**src/rtl/run_ctrl.sv**
```systemverilog
// rtl/run_ctrl.sv - run controller: req/done handshake, halt detect, watchdog, cycle count (optional RUN_CTRL_STEP_EN adds a step port)
module run_ctrl #(
  parameter logic [8:0] HALT_OP    = 9'h1FF,
  parameter int         MAX_CYCLES = 4096,
  parameter int         CNT_W      = 16
) (
  input  logic             clk,
  input  logic             reset,
  input  logic             req,
  input  logic [8:0]       instruction,
`ifdef RUN_CTRL_STEP_EN
  input  logic             step,
`endif
  output logic             pc_init,
  output logic             pc_en,
  output logic             wr_en,
  output logic             busy,
  output logic             done,
  output logic             timeout,
  output logic [CNT_W-1:0] cycles
);

  typedef enum logic [1:0] {
    S_IDLE = 2'd0,
    S_INIT = 2'd1,
    S_RUN  = 2'd2,
    S_DONE = 2'd3
  } state_t;

  // Count value of the last instruction allowed before the watchdog trips.
  localparam logic [CNT_W-1:0] LAST_CNT = CNT_W'(MAX_CYCLES - 1);
  localparam logic [CNT_W-1:0] MAX_CNT  = CNT_W'(MAX_CYCLES);

  state_t           state_q,   state_d;
  logic             pc_init_q, pc_init_d;
  logic             busy_q,    busy_d;
  logic             done_q,    done_d;
  logic             timeout_q, timeout_d;
  logic [CNT_W-1:0] cycles_q,  cycles_d;

  logic step_w;
  logic is_halt;
  logic exec_w;

  // Step qualifier: without the step feature every RUN cycle is a step.
`ifdef RUN_CTRL_STEP_EN
  assign step_w = step;
`else
  assign step_w = 1'b1;
`endif

  assign is_halt = (instruction == HALT_OP);

  // An instruction executes only in RUN, with the host still requesting,
  // on a step cycle, and when it is not the halt word (halt is side-effect free).
  always_comb begin
    exec_w = 1'b0;
    if (state_q == S_RUN && req && step_w && !is_halt) begin
      exec_w = 1'b1;
    end
  end

  // Mealy strobes; gated by reset so an in-flight write is killed at once.
  always_comb begin
    pc_en = exec_w & reset;
    wr_en = exec_w & reset;
  end

  // Next-state and next-output decode; registered outputs follow the next state
  // so that none of them has a combinational path from req.
  always_comb begin
    state_d   = state_q;
    cycles_d  = cycles_q;
    timeout_d = timeout_q;

    case (state_q)
      S_IDLE: begin
        if (req) begin
          state_d   = S_INIT;
          cycles_d  = '0;
          timeout_d = 1'b0;
        end
      end

      S_INIT: begin
        state_d = req ? S_RUN : S_IDLE;
      end

      S_RUN: begin
        if (!req) begin
          state_d = S_IDLE;
        end else if (step_w) begin
          if (is_halt) begin
            state_d = S_DONE;
          end else begin
            if (cycles_q < MAX_CNT) begin
              cycles_d = cycles_q + CNT_W'(1);
            end
            if (cycles_q >= LAST_CNT) begin
              timeout_d = 1'b1;
              state_d   = S_DONE;
            end
          end
        end
      end

      S_DONE: begin
        if (!req) begin
          state_d = S_IDLE;
        end
      end

      default: begin
        state_d = S_IDLE;
      end
    endcase

    pc_init_d = (state_d == S_INIT);
    busy_d    = (state_d == S_INIT) || (state_d == S_RUN);
    done_d    = (state_d == S_DONE);
  end

  // State and registered outputs; asynchronous clear returns everything to IDLE/0.
  always_ff @(posedge clk or negedge reset) begin
    if (!reset) begin
      state_q   <= S_IDLE;
      pc_init_q <= 1'b0;
      busy_q    <= 1'b0;
      done_q    <= 1'b0;
      timeout_q <= 1'b0;
      cycles_q  <= '0;
    end else begin
      state_q   <= state_d;
      pc_init_q <= pc_init_d;
      busy_q    <= busy_d;
      done_q    <= done_d;
      timeout_q <= timeout_d;
      cycles_q  <= cycles_d;
    end
  end

  assign pc_init = pc_init_q;
  assign busy    = busy_q;
  assign done    = done_q;
  assign timeout = timeout_q;
  assign cycles  = cycles_q;

endmodule

```
**config.mk**
```make
export PLATFORM = sky130hd
export DESIGN_NAME = run_ctrl
export DESIGN_NICKNAME = d
export VERILOG_FILES = /design/src/rtl/run_ctrl.sv
export SDC_FILE = /design/constraint.sdc
export NUM_CORES = 1
export LEC_CHECK = 0
export BUFFER_PORTS_ARGS = -buffer_cell sky130_fd_sc_hd__clkbuf_2
export CAP_MARGIN = 40
export CORE_MARGIN = 2
export CORE_UTILIZATION = 55
export DETAILED_ROUTE_END_ITERATION = 16
export PLACE_DENSITY_LB_ADDON = 0.25
export RECOVER_POWER = 25
export SETUP_SLACK_MARGIN = 0.02
export SKIP_CTS_REPAIR_TIMING = 1
export SYNTH_ARGS = -nofsm -noshare
export SYNTH_HDL_FRONTEND = slang
export SYNTH_SLANG_ARGS = --single-unit
```
**constraint.sdc**
```tcl
create_clock -name clk -period 3.1 [get_ports clk]
set_input_delay 0.155 -clock clk [delete_from_list [all_inputs] [get_ports clk]]
set_output_delay 0.155 -clock clk [all_outputs]
set_load 0.05 [all_outputs]
```
* Word level (Yosys, flattened, before mapping)
Cells that the tools add are included.
Operators by class: bitwise gates (word level) 1, order comparisons 2, eq/ne operators 12, reductions and logical operators 8, muxes and demuxes 18, $add $sub $neg 1
Operator list (count):
- 16-bit two-way mux | 4
- 16-bit one-hot mux with 2 select lines | 1
- 16-bit by 1-bit adder with 16-bit output, second input constant | 1
- 16-bit by 12-bit >= comparator with 1-bit output, second input constant | 1
- 16-bit by 13-bit < comparator with 1-bit output, second input constant | 1
- 2-bit two-way mux | 6
- 5-bit AND reduction | 2
- 9-bit == test, second input constant | 1
- 2-bit == test, second input constant | 4
- 2-bit one-hot mux with 4 select lines | 1
- 2-bit inequality test, second input constant | 3
- 1-bit two-way mux | 5
- 2-bit by 1-bit == test with 1-bit output, second input constant | 2
- 2-bit by 1-bit inequality test with 1-bit output, second input constant | 2
- 1-bit logical AND | 2
- 2-bit logical NOT | 1
- 1-bit one-hot mux with 2 select lines | 1
- 2-bit nonzero test | 1
- 1-bit bitwise AND | 1
- 1-bit logical NOT | 1
- 1-bit logical OR | 1
Word-level totals: output and inout port bits 22, input bits 12, word-level logic and storage cells 48, register bits 22

* Depth between registers and ports, before layout
Gate-level depths: netlist (run 1).
depth in word-level cells 7, depth in mapped cells 7

* Least setup slack after synthesis (run 1)
No wires, ideal clock.
path type register -> register, start register cycles_q[0] (netlist: cycles[0]), end register busy_q (netlist: busy), cell stages (with the launch flop) 8, required time 2987 ps, path buffers 0, arrival 1913 ps, setup slack 1074 ps, period minus slack after synthesis 2026 ps, cell sequence dfrtp_1 ha_1 and3_1 nand4_1 nand2_1 o311a_1 ha_1 inv_1
On the way: cells in the longest elaborated chain, start to end 7
RTL lines:
- from (decl) | line 39 | logic [CNT_W-1:0] cycles_q, cycles_d;
- from (signal assigned) | line 138 | cycles_q <= cycles_d;
- 16-bit by 12-bit >= comparator with 1-bit output (*) | line 99 | if (cycles_q >= LAST_CNT) begin
- 2-bit two-way mux (*) | line 99
- 2-bit two-way mux (*) | line 93 | if (is_halt) begin
- 2-bit two-way mux (*) | line 90 | if (!req) begin
- 2-bit one-hot mux with 4 select lines (*) | line 76 | case (state_q)
- named net state_d[0] | line 34 | state_t state_q, state_d;
- 2-bit by 1-bit == test with 1-bit output / 2-bit == test (equally long branches) | line 119 | busy_d = (state_d == S_INIT) || (state_d == S_RUN);
- 1-bit logical OR (*) | line 119
- named net busy_d | line 36 | logic busy_q, busy_d;
- to (signal assigned) | line 135 | busy_q <= busy_d;
- to (decl) | line 36
Mark *: on every way through the listed nets, which the timed path passes. The rest lies on a longest branch. A chain may end at the register's enable or synchronous reset.

* Final worst setup path (run 1)
Ends and elaborated chain as after synthesis.

==> metrics.md, run 1 <==
| Metric | Value |
|---|---|
| Peak supply drop | 0.000305 V |
| Most frequent cells in the layout | clkbuf_2 (33), dfrtp_1 (22), nand2_1 (11) |
| Critical Path End Type | flop |
| Critical path arrival | 2150 ps |
| Share of the synthesized area in the top cell type | 0.447 |
| Max-slew violation count | 0 |
| Layout Utilization | 0.654 |
| Vias in the first global route | 947 |
| Req. time, crit path | 3310 ps |
| Final setup viols | 0 |
| Die Wd | 51.3 um |
| Register bit count reported by yosys | 22 |
| First DRT Iteration DRCs | 31 |
| Yosys warns | 0 |
| Vias post-DR | 1,071 |
| Post-synth EDFFs | 0 |
| Gr usage total | 0.213 |
| WL/cell | 14.4 um |
| Most common cell after layout, fill and taps aside | clkbuf_2 |
| RSZ-0062 raised after global routing | no |
| Final Hold Vio Count | 0 |
| Max Cap Viol | 0 |
| Status | finished clean |
| Final HPWL DP | 1890 um |
| Number of antenna repair diodes | 0 |
| Crit path max-delay family | adder cells |
| Slew headroom | 0.462 |
| CTS sink cnt | 22 |
| Sequential element share of the synthesized area | 0.447 |
| Initial Util | 0.567 |
| Top_reg_cell synth | dfrtp_1 |
| DIE HEIGHT | 51.3 um |
| Placed cell area | 0.00137 mm^2 |
| Setup slack, reg-to-reg | 1170 ps |
| Post-Layout Inst Area | 0.00142 mm^2 |
| Crit-path max FO | 7 |
| Setup TNS Final | 0 ps |
| Setup Skew | 4.27 ps |
| Initial antenna violation count | 0 |
| Syn Std Cell Area | 0.00123 mm^2 |
| # DRC | 0 |
| Fmax | 0.517 GHz |
| CP endpoint | busy$_DFF_PN0_ |
| Syn Nets | 134 |
| Clock Tree Buf Depth | 2 |
| Worst slew pin tran | 805 ps |
| Power consumption | 0.000574 W |
| Crit path from | cycles[0]$_DFFE_PN0P_ |
| Ranking of synthesized cells by area | dfrtp_1 (45%), o31ai_1 (3.7%), or4_1 (3.7%) |
| Num CTS Buffers | 3 |
| Die Area | 0.00263 mm^2 |
| PD cells | 404 mW/mm^2 |
| CTS tree | built |
| Routed WL | 2590 um |
| Post-DRT Antenna Nets | 0 |
| Post-synth ARST share | 1.00 |
| Cells after Synth | 120 |
| Slowest-stage cell, CP | dfrtp_1 |
| Routability Congestion | 0.862 |
| Largest net degree at the start of global routing | 24 |
| Slowest stage delay, CP | 460 ps |
| CP bufs+invs | 1 |
| Remaining Overflow, GRT | 0 |
| R2R depth | 7 |
| Area growth, synth to finish | 15.2% |
| H-tree levels | 1 |
| Final #Nets | 167 |
| Core footprint | 0.00217 mm^2 |
| First-pass GRT wire length | 4180 um |
| R2R Path End | busy$_DFF_PN0_ |
| Row cnt | 17 |
| Most numerous cell on the critical path | ha_1 |
| CP Depth | 7 |
| Share of cells above drive strength 1 | 0.309 |
| Pleak | 0.700 nW |
| Crit path time final | 1930 ps |
| Via density | 5.95 |
| FF-to-FF Start | cycles[0]$_DFFE_PN0P_ |
| Number of port buffers | 33 |
| Critical path class | reg2reg |
| DR pass1 iterations | 4 |
| Final critical-path share of the clock period | 0.623 |
| Clk slew on worst S/H paths | 120 ps |
| Startpoint Class | flop |
| Cell variety after synth | 38 |
| HP Class | in2reg |
| Worst skew pair latency | 300 ps |
| Post-synth top area cell | dfrtp_1 |
| Worst-path cell chain | ha_1, and3_1, nand4_1, nand2_1, o311a_1, ha_1, inv_1 |
| Io pins | 34 |
| Avg Inst Size Synth | 10.3 um^2 |
| Clk root buf | clkbuf_4 |
[final cells by class]
type,instances,area (um^2)
clock buffers,4,36.3
fillers,194,751
inverters,4,15.0
multi-input cells,88,607
flip-flops and latches,22,551
well taps,28,35.0
repair buffers,34,175
[report_power, final]
group          switching (W)  internal (W)
Combinational      0.0000772     0.0000281
Clock              0.0000864     0.0000716
Sequential         0.0000125      0.000298
Total               0.000176      0.000398
[worst reg2reg max path: stages (launching register included)]
cell and delay, ps:
dfrtp_1 460, ha_1 270, and3_1 230, nand4_1 130
nand2_1 110, o311a_1 330, ha_1 280, inv_1 30
[stage by stage]
| step | std cells | hold slack, ps | setup slack [ps] |
|---|---|---|---|
| floorplan | 120 | -141 | 1070 |
| global route | 180 | 142 | 1050 |
| detailed placement | 175 | 174 | 1190 |
| finish | 180 | 142 | 1170 |
| CTS | 179 | -174 | 1170 |
| global placement | 175 | 165 | 1270 |
[synth_stat cells (all sizes together) (4+ instances only)]
cell type and n:
a21oi 8, and2 5, and3 4, buf 4
dfrtp 22, inv 4, mux2i 4, nand2 11
nand2b 5, nand3 8, nand4 5, nor3 5
o31ai 6, or4 6
[metal layers]
| metal | up-vias | GRT usage | routed length, um |
|---|---|---|---|
| li1 | 514 | - | - |
| met1 | 515 | 0.287 | 1180 |
| met2 | 36 | 0.335 | 1240 |
| met3 | 6 | 0.0409 | 127 |
| met4 | 0 | 0.0921 | 50 |
| met5 | - | 0 | 0 |
[logic make-up after synthesis]
logic type | share of synthesized area
AO/OA/AOI/OAI | 0.140
adder cells (fa/ha/maj) | 0.0203
multiplexers | 0.0325
buffers and inverters | 0.0600
AND/OR/NAND/NOR | 0.300
flip-flops | 0.447
[sequential cells by signal (all words and copies together) (netlist names)]
register and flops:
cycles 16, state_q 2, busy 1, done 1, pc_init 1, timeout 1
[how the worst min path moves through the flow]
stage	to	cells after the start	startpoint
detailed placement	cycles[3]$_DFFE_PN0P_	1	reset
finish	done$_DFF_PN0_	2	req
global placement	cycles[3]$_DFFE_PN0P_	1	reset
global route	done$_DFF_PN0_	2	req
CTS	cycles[3]$_DFFE_PN0P_	1	reset
floorplan	busy$_DFF_PN0_	0	reset
Note: power is estimated with default switching activity, not from simulation.
==> inputs of run 2 (changes only) <==
--- a/config.mk
+++ b/config.mk
@@ -8,7 +8,7 @@
 export BUFFER_PORTS_ARGS = -buffer_cell sky130_fd_sc_hd__clkbuf_2
 export CAP_MARGIN = 40
 export CORE_MARGIN = 2
-export CORE_UTILIZATION = 55
+export CORE_UTILIZATION = 46
 export DETAILED_ROUTE_END_ITERATION = 16
 export PLACE_DENSITY_LB_ADDON = 0.25
 export RECOVER_POWER = 25
==> constraint.sdc (replaced) <==
create_clock -name clk -period 1.7 [get_ports clk]
set_input_delay 0.085 -clock clk [delete_from_list [all_inputs] [get_ports clk]]
set_output_delay 0.085 -clock clk [all_outputs]
set_load 0.05 [all_outputs]
==> run 2 against run 1 <==
Compared with the run above: the run now ends with setup timing left; via count is 12% higher; worst setup slack got worse by 1200 ps; critical path depth is 2 lower; clock-buffer cell count unchanged; largest power group unchanged; sequential power increased by 80%; combinational power is 140% higher; sequential cell count unchanged.
==> metrics.md, run 2 (synthesized netlist as in run 1, its figures left out) <==
| Metric | Value |
|---|---|
| Worst Hold Margin | 60.1 ps (was 142 ps) |
| Clk slew on worst S/H paths | 130 ps (was 120 ps) |
| Internal power | 0.000758 W (was 0.000398 W) |
| Worst skew pair latency | 310 ps (was 300 ps) |
| Final setup viols | 7 (was 0) |
| Remaining Overflow, GRT | 0 (unchanged) |
| Clock Tree Buf Depth | 2 (unchanged) |
| Setup slack, reg-to-reg | -40 ps (was 1170 ps) |
| Gr usage total | 0.207 (was 0.213) |
| Die Area | 0.00311 mm^2 (was 0.00263 mm^2) |
| Number of antenna repair diodes | 0 (unchanged) |
| Post-DRT Antenna Nets | 0 (unchanged) |
| First-pass GRT wire length | 5100 um (was 4180 um) |
| Initial Util | 0.492 (was 0.567) |
| HP Class | in2reg (unchanged) |
| R2R depth | 5 (was 7) |
| Crit path time final | 1740 ps (was 1930 ps) |
| Final WS setup | -40.5 ps (was 1170 ps) |
| Status | finished, violations left (was finished clean) |
| Most common cell after layout, fill and taps aside | clkbuf_2 (unchanged) |
| Row cnt | 18 (was 17) |
| Peak supply drop | 0.000510 V (was 0.000305 V) |
| Io pins | 34 (unchanged) |
| R2R Path End | cycles[8]$_DFFE_PN0P_ (was busy$_DFF_PN0_) |
| Sw Ratio | 0.319 (was 0.307) |
| Crit path max-delay family | simple AND/OR/NAND/NOR gates (was adder cells) |
| Filler cell count | 187 (was 194) |
| Clk root buf | clkbuf_4 (unchanged) |
| # DRC | 0 (unchanged) |
| Failing checks | setup timing |
| FF-to-FF Start | cycles[12]$_DFFE_PN0P_ (was cycles[0]$_DFFE_PN0P_) |
| CP endpoint | cycles[8]$_DFFE_PN0P_ (was busy$_DFF_PN0_) |
| DIE HEIGHT | 55.7 um (was 51.3 um) |
| Setup Skew | 10.1 ps (was 4.27 ps) |
| CP bufs+invs | 1 (unchanged) |
| Slew headroom | 0.191 (was 0.462) |
| H-tree levels | 1 (unchanged) |
| Crit-path max FO | 7 (unchanged) |
| Pleak | 0.816 nW (was 0.700 nW) |
| DR pass1 iterations | 4 (unchanged) |
| Worst slew pin tran | 1210 ps (was 805 ps) |
| First DRT Iteration DRCs | 42 (was 31) |
| Number of port buffers | 33 (unchanged) |
| Routability Congestion | 0.897 (was 0.862) |
| CTS sink cnt | 22 (unchanged) |
| RSZ-0062 raised after global routing | yes (was no) |
| Critical path class | reg2reg (unchanged) |
| Num CTS Buffers | 3 (unchanged) |
| Clock share of power | 0.269 (was 0.275) |
| Share of cells above drive strength 1 | 0.557 (was 0.309) |
| Area growth, synth to finish | 40.0% (was 15.2%) |
| Startpoint Class | flop (unchanged) |
| Sequential Power Share | 0.501 (was 0.541) |
| Routed WL | 3250 um (was 2590 um) |
| Worst-path cell chain | nor4_4, buf_4, o21ai_4, or4_4, a21oi_2 (was ha_1, and3_1, nand4_1, nand2_1, o311a_1, ha_1, inv_1) |
| Initial antenna violation count | 0 (unchanged) |
| Gate power share | 0.230 (was 0.184) |
| Net Sw Power | 0.000356 W (was 0.000176 W) |
| Max reg flops | 16 (unchanged) |
| Setup TNS Final | -185 ps (was 0 ps) |
| Largest net degree at the start of global routing | 23 (was 24) |
| CP Depth | 5 (was 7) |
| Vias post-DR | 1,195 (was 1,071) |
| Slowest stage delay, CP | 490 ps (was 460 ps) |
| Via density | 5.80 (was 5.95) |
| Max-slew violation count | 0 (unchanged) |
| PD cells | 646 mW/mm^2 (was 404 mW/mm^2) |
| Slowest-stage cell, CP | or4_4 (was dfrtp_1) |
| Die Wd | 55.7 um (was 51.3 um) |
| Vias in the first global route | 1,142 (was 947) |
| Req. time, crit path | 1950 ps (was 3310 ps) |
| Final Hold Vio Count | 0 (unchanged) |
| Final critical-path share of the clock period | 1.02 (was 0.623) |
| Final HPWL DP | 2300 um (was 1890 um) |
| Fmax | 0.575 GHz (was 0.517 GHz) |
| Max Cap Viol | 0 (unchanged) |
| Critical Path End Type | flop (unchanged) |
| Core footprint | 0.00250 mm^2 (was 0.00217 mm^2) |
| Final #Nets | 191 (was 167) |
| Critical path arrival | 1990 ps (was 2150 ps) |
| CTS tree | built (unchanged) |
| WL/cell | 15.8 um (was 14.4 um) |
| Crit path from | cycles[12]$_DFFE_PN0P_ (was cycles[0]$_DFFE_PN0P_) |
| Most frequent cells in the layout | clkbuf_2 (31), buf_4 (23), dfrtp_1 (12) (was clkbuf_2 (33), dfrtp_1 (22), nand2_1 (11)) |
run 2: changes by cell type in the layout (fill, tap and decap cells not counted), sizes merged:
| cell | change |
|---|---|
| o21ai | +1 |
| clkbuf | -1 |
| buf | +24 |
run 2: metal layers:
metal  global-route usage  routed length [um]
met5                    0                   0
met4               0.0941                  76
met3               0.0256                 179
met2                0.330                1600
met1                0.281                1390
run 2: worst reg2reg max path: cells and delay by family (launching register included):
family	cells	cell delay, ps
AOI/OAI and AO/OA	2	240
buffers and inverters	1	190
DFF	1	450
and+or+nand+nor	2	800
run 2: worst min-delay path by stage:
stage | from | cells past startpoint | slack [ps] | to
4_1_cts | reset | 2 | -230 | cycles[3]$_DFFE_PN0P_
3_5_place_dp | reset | 2 | 130 | cycles[3]$_DFFE_PN0P_
6_report | req | 2 | 60 | done$_DFF_PN0_
2_1_floorplan | reset | 0 | -210 | busy$_DFF_PN0_
5_1_grt | req | 2 | 60 | state_q[0]$_DFF_PN0_
3_3_place_gp | reset | 2 | 120 | cycles[8]$_DFFE_PN0P_
run 2: power groups by stage:
| stage | clock (W) | sequential, W | combinational [W] |
|---|---|---|---|
| floorplan | 0 | 0.000625 | 0.0000992 |
| global placement | 0 | 0.000568 | 0.000231 |
| detailed placement | 0 | 0.000568 | 0.000239 |
| CTS | 0.000303 | 0.000558 | 0.000240 |
| global route | 0.000331 | 0.000561 | 0.000278 |
| finish | 0.000299 | 0.000558 | 0.000257 |
run 2: layout make-up:
cell class / instances / area, um^2 / share of cell area
sequential: 22 / 563 / 0.327
inverter: 4 / 15.0 / 0.00871
clock buffer: 4 / 36.3 / 0.0210
timing repair buffer: 57 / 362 / 0.210
multi-input combinational: 89 / 711 / 0.412
tap: 30 / 37.5 / 0.0218
run 2: per-stage QoR:
step	utilization	cells	setup slack [ps]	area [um^2]	power, W
2_1_floorplan	-	120	-142	1260	0.000724
3_3_place_gp	0.629	198	29.0	1570	0.000799
3_5_place_dp	0.629	198	-29.7	1570	0.000807
4_1_cts	0.643	202	-125	1610	0.00110
5_1_grt	0.690	206	-106	1720	0.00117
6_report	0.690	206	-40.5	1720	0.00111
==> inputs of run 3 (changes only) <==
--- a/config.mk
+++ b/config.mk
@@ -5,11 +5,11 @@
 export SDC_FILE = /design/constraint.sdc
 export NUM_CORES = 1
 export LEC_CHECK = 0
-export BUFFER_PORTS_ARGS = -buffer_cell sky130_fd_sc_hd__clkbuf_2
-export CAP_MARGIN = 40
+export CAP_MARGIN = 20
 export CORE_MARGIN = 2
-export CORE_UTILIZATION = 46
+export CORE_UTILIZATION = 55
 export DETAILED_ROUTE_END_ITERATION = 16
+export DONT_BUFFER_PORTS = 1
 export PLACE_DENSITY_LB_ADDON = 0.25
 export RECOVER_POWER = 25
 export SETUP_SLACK_MARGIN = 0.02
==> run 3 against run 2 <==
Compared with the run above: the run still ends with setup timing left; via count fell by 4.8%; global-route usage rose by 2.8 points; routed wire length fell by 3.4%.
==> metrics.md, run 3 (synthesized netlist as in run 1, its figures left out) <==
| Metric | Value |
|---|---|
| Critical Path End Type | flop (unchanged) |
| Io pins | 34 (unchanged) |
| Pleak | 0.730 nW (was 0.816 nW) |
| WL/cell | 17.1 um (was 15.8 um) |
| HP Class | in2reg (unchanged) |
| Internal power | 0.000751 W (was 0.000758 W) |
| Fmax | 0.560 GHz (was 0.575 GHz) |
| Startpoint Class | flop (unchanged) |
| DIE HEIGHT | 51.3 um (was 55.7 um) |
| Initial antenna violation count | 0 (unchanged) |
| Hold Startpoint | req (unchanged) |
| Non-filler cells, final | 183 (was 206) |
| Remaining Overflow, GRT | 0 (unchanged) |
| Worst skew pair latency | 300 ps (was 310 ps) |
| PD cells | 667 mW/mm^2 (was 646 mW/mm^2) |
| Final HPWL DP | 2170 um (was 2300 um) |
| H-tree levels | 1 (unchanged) |
| Vias in the first global route | 1,125 (was 1,142) |
| Die Area | 0.00263 mm^2 (was 0.00311 mm^2) |
| Final WS setup | -87.2 ps (was -40.5 ps) |
| DP Worst Slack | -67.1 ps (was -29.7 ps) |
| Routability Congestion | 0.903 (was 0.897) |
| Filler cell count | 157 (was 187) |
| Clk slew on worst S/H paths | 130 ps (about the same) |
| Max-slew violation count | 0 (unchanged) |
| Num CTS Buffers | 3 (unchanged) |
| Row cnt | 17 (was 18) |
| Final #Nets | 170 (was 191) |
| Status | finished, violations left (unchanged) |
| Critical path arrival | 2000 ps (was 1990 ps) |
| Max Cap Viol | 0 (unchanged) |
| Clock share of power | 0.268 (was 0.269) |
| Worst Hold Margin | 42.8 ps (was 60.1 ps) |
| Via density | 6.22 (was 5.80) |
| Core footprint | 0.00217 mm^2 (was 0.00250 mm^2) |
| # DRC | 0 (unchanged) |
| Placed Instances | 171 (was 198) |
| Largest net degree at the start of global routing | 24 (was 23) |
| Die Wd | 51.3 um (was 55.7 um) |
| Most frequent cells in the layout | buf_4 (30), dfrtp_1 (13), nand2_1 (11) (was clkbuf_2 (31), buf_4 (23), dfrtp_1 (12)) |
| Routed WL | 3140 um (was 3250 um) |
| Sw Ratio | 0.310 (was 0.319) |
| Worst-path cell chain | ha_4, and3_4, nand4_1, nand2_1, o311a_1, ha_1, inv_1 (was nor4_4, buf_4, o21ai_4, or4_4, a21oi_2) |
| WL met2 | 1670 um (was 1600 um) |
| Vias post-DR | 1,138 (was 1,195) |
| Most common cell after layout, fill and taps aside | buf_4 (was clkbuf_2) |
| Hold Crit Endpoint | state_q[0]$_DFF_PN0_ (was done$_DFF_PN0_) |
| Slowest-stage cell, CP | dfrtp_2 (was or4_4) |
| Critical path class | reg2reg (unchanged) |
| Number of port buffers | 0 (was 33) |
| Req. time, crit path | 1910 ps (was 1950 ps) |
| Gr usage total | 0.235 (was 0.207) |
| First-pass GRT wire length | 4670 um (was 5100 um) |
| Post-DRT Antenna Nets | 0 (unchanged) |
| Worst slew pin tran | 1160 ps (was 1210 ps) |
| Sequential Power Share | 0.545 (was 0.501) |
| Layout Utilization | 0.753 (was 0.690) |
| Setup TNS Final | -120 ps (was -185 ps) |
| CTS sink cnt | 22 (unchanged) |
| FF-to-FF Start | cycles[1]$_DFFE_PN0P_ (was cycles[12]$_DFFE_PN0P_) |
| First DRT Iteration DRCs | 34 (was 42) |
| Crit-path max FO | 2 (was 7) |
| Final Hold Vio Count | 0 (unchanged) |
| Peak supply drop | 0.000631 V (was 0.000510 V) |
| Met1 Wirelength | 1270 um (was 1390 um) |
| R2R Path End | busy$_DFF_PN0_ (was cycles[8]$_DFFE_PN0P_) |
| Slew headroom | 0.225 (was 0.191) |
| Final setup viols | 3 (was 7) |
| Area growth, synth to finish | 32.6% (was 40.0%) |
| Max reg flops | 16 (unchanged) |
| Slowest stage delay, CP | 450 ps (was 490 ps) |
| DR pass1 iterations | 4 (unchanged) |
| Gate power share | 0.187 (was 0.230) |
| Setup slack, reg-to-reg | -90 ps (was -40 ps) |
| Crit path time final | 1790 ps (was 1740 ps) |
| Initial Util | 0.567 (was 0.492) |
| RSZ-0062 raised after global routing | yes (unchanged) |
| Clock Tree Buf Depth | 2 (unchanged) |
| Crit path from | cycles[1]$_DFFE_PN0P_ (was cycles[12]$_DFFE_PN0P_) |
| Final critical-path share of the clock period | 1.05 (was 1.02) |
| R2R depth | 7 (was 5) |
| Number of antenna repair diodes | 0 (unchanged) |
| Setup Skew | 1.59 ps (was 10.1 ps) |
| Routed length on met3 | 168 um (was 179 um) |
| Failing checks | setup timing (unchanged) |
| Top Metal Used | met4 (unchanged) |
| CTS tree | built (unchanged) |
| Hold depth | 2 (unchanged) |
| Share of cells above drive strength 1 | 0.439 (was 0.557) |
| Clk root buf | clkbuf_4 (unchanged) |
| Net Sw Power | 0.000338 W (was 0.000356 W) |
==> run 3: cell count changes in the layout (fill, tap and decap cells not counted), moves of 3 or more <==
cell	previous run	this run
a21oi_2	6	2
or4_1	1	4
buf_6	0	3
buf_4	23	30
clkbuf_2	31	0
a21oi_1	2	6
or4_4	5	2
==> run 3: worst max path at each step <==
stage               slack, ps             end  cells after the start
floorplan                -140  busy$_DFF_PN0_                      7
global placement          -40  busy$_DFF_PN0_                      7
detailed placement        -70  busy$_DFF_PN0_                      7
CTS                       -90  busy$_DFF_PN0_                      7
global route             -140  busy$_DFF_PN0_                      6
finish                    -90  busy$_DFF_PN0_                      7
==> run 3: worst max-delay path: cells and delay by family (launching register included) <==
| family | cells | cell delay [ps] |
|---|---|---|
| buf+inv | 1 | 40 |
| compound gates | 1 | 370 |
| flops | 1 | 450 |
| simple gates | 3 | 390 |
| fa+ha+maj | 2 | 450 |
==> run 3: final cells by class <==
class | count | area, um^2 | area share
timing repair buffer | 37 | 303 | 0.185
inverter | 4 | 15.0 | 0.00920
multi-input combinational | 88 | 682 | 0.418
tap | 28 | 35.0 | 0.0215
sequential | 22 | 562 | 0.344
clock buffer | 4 | 36.3 | 0.0222
==> run 3: metal layers <==
metal  vias to the layer above  global-route usage
li1                        525                   -
met1                       565               0.275
met2                        44               0.439
met3                         4              0.0409
met4                         0              0.0614
met5                         -                   0
==> run 3: power by group through the flow <==
stage	Combinational (W)	Clock, W	Sequential, W
after CTS	0.000163	0.000296	0.000593
after detailed placement	0.000162	0	0.000603
after floorplan	0.0000992	0	0.000625
final	0.000204	0.000291	0.000593
after global routing	0.000225	0.000315	0.000596
after global placement	0.000158	0	0.000602
==> run 3: metrics by stage <==
stage	power, W	area [um^2]
after floorplan	0.000724	1260
after global placement	0.000760	1460
after detailed placement	0.000765	1460
after CTS	0.00105	1500
after global routing	0.00113	1630
final	0.00109	1630
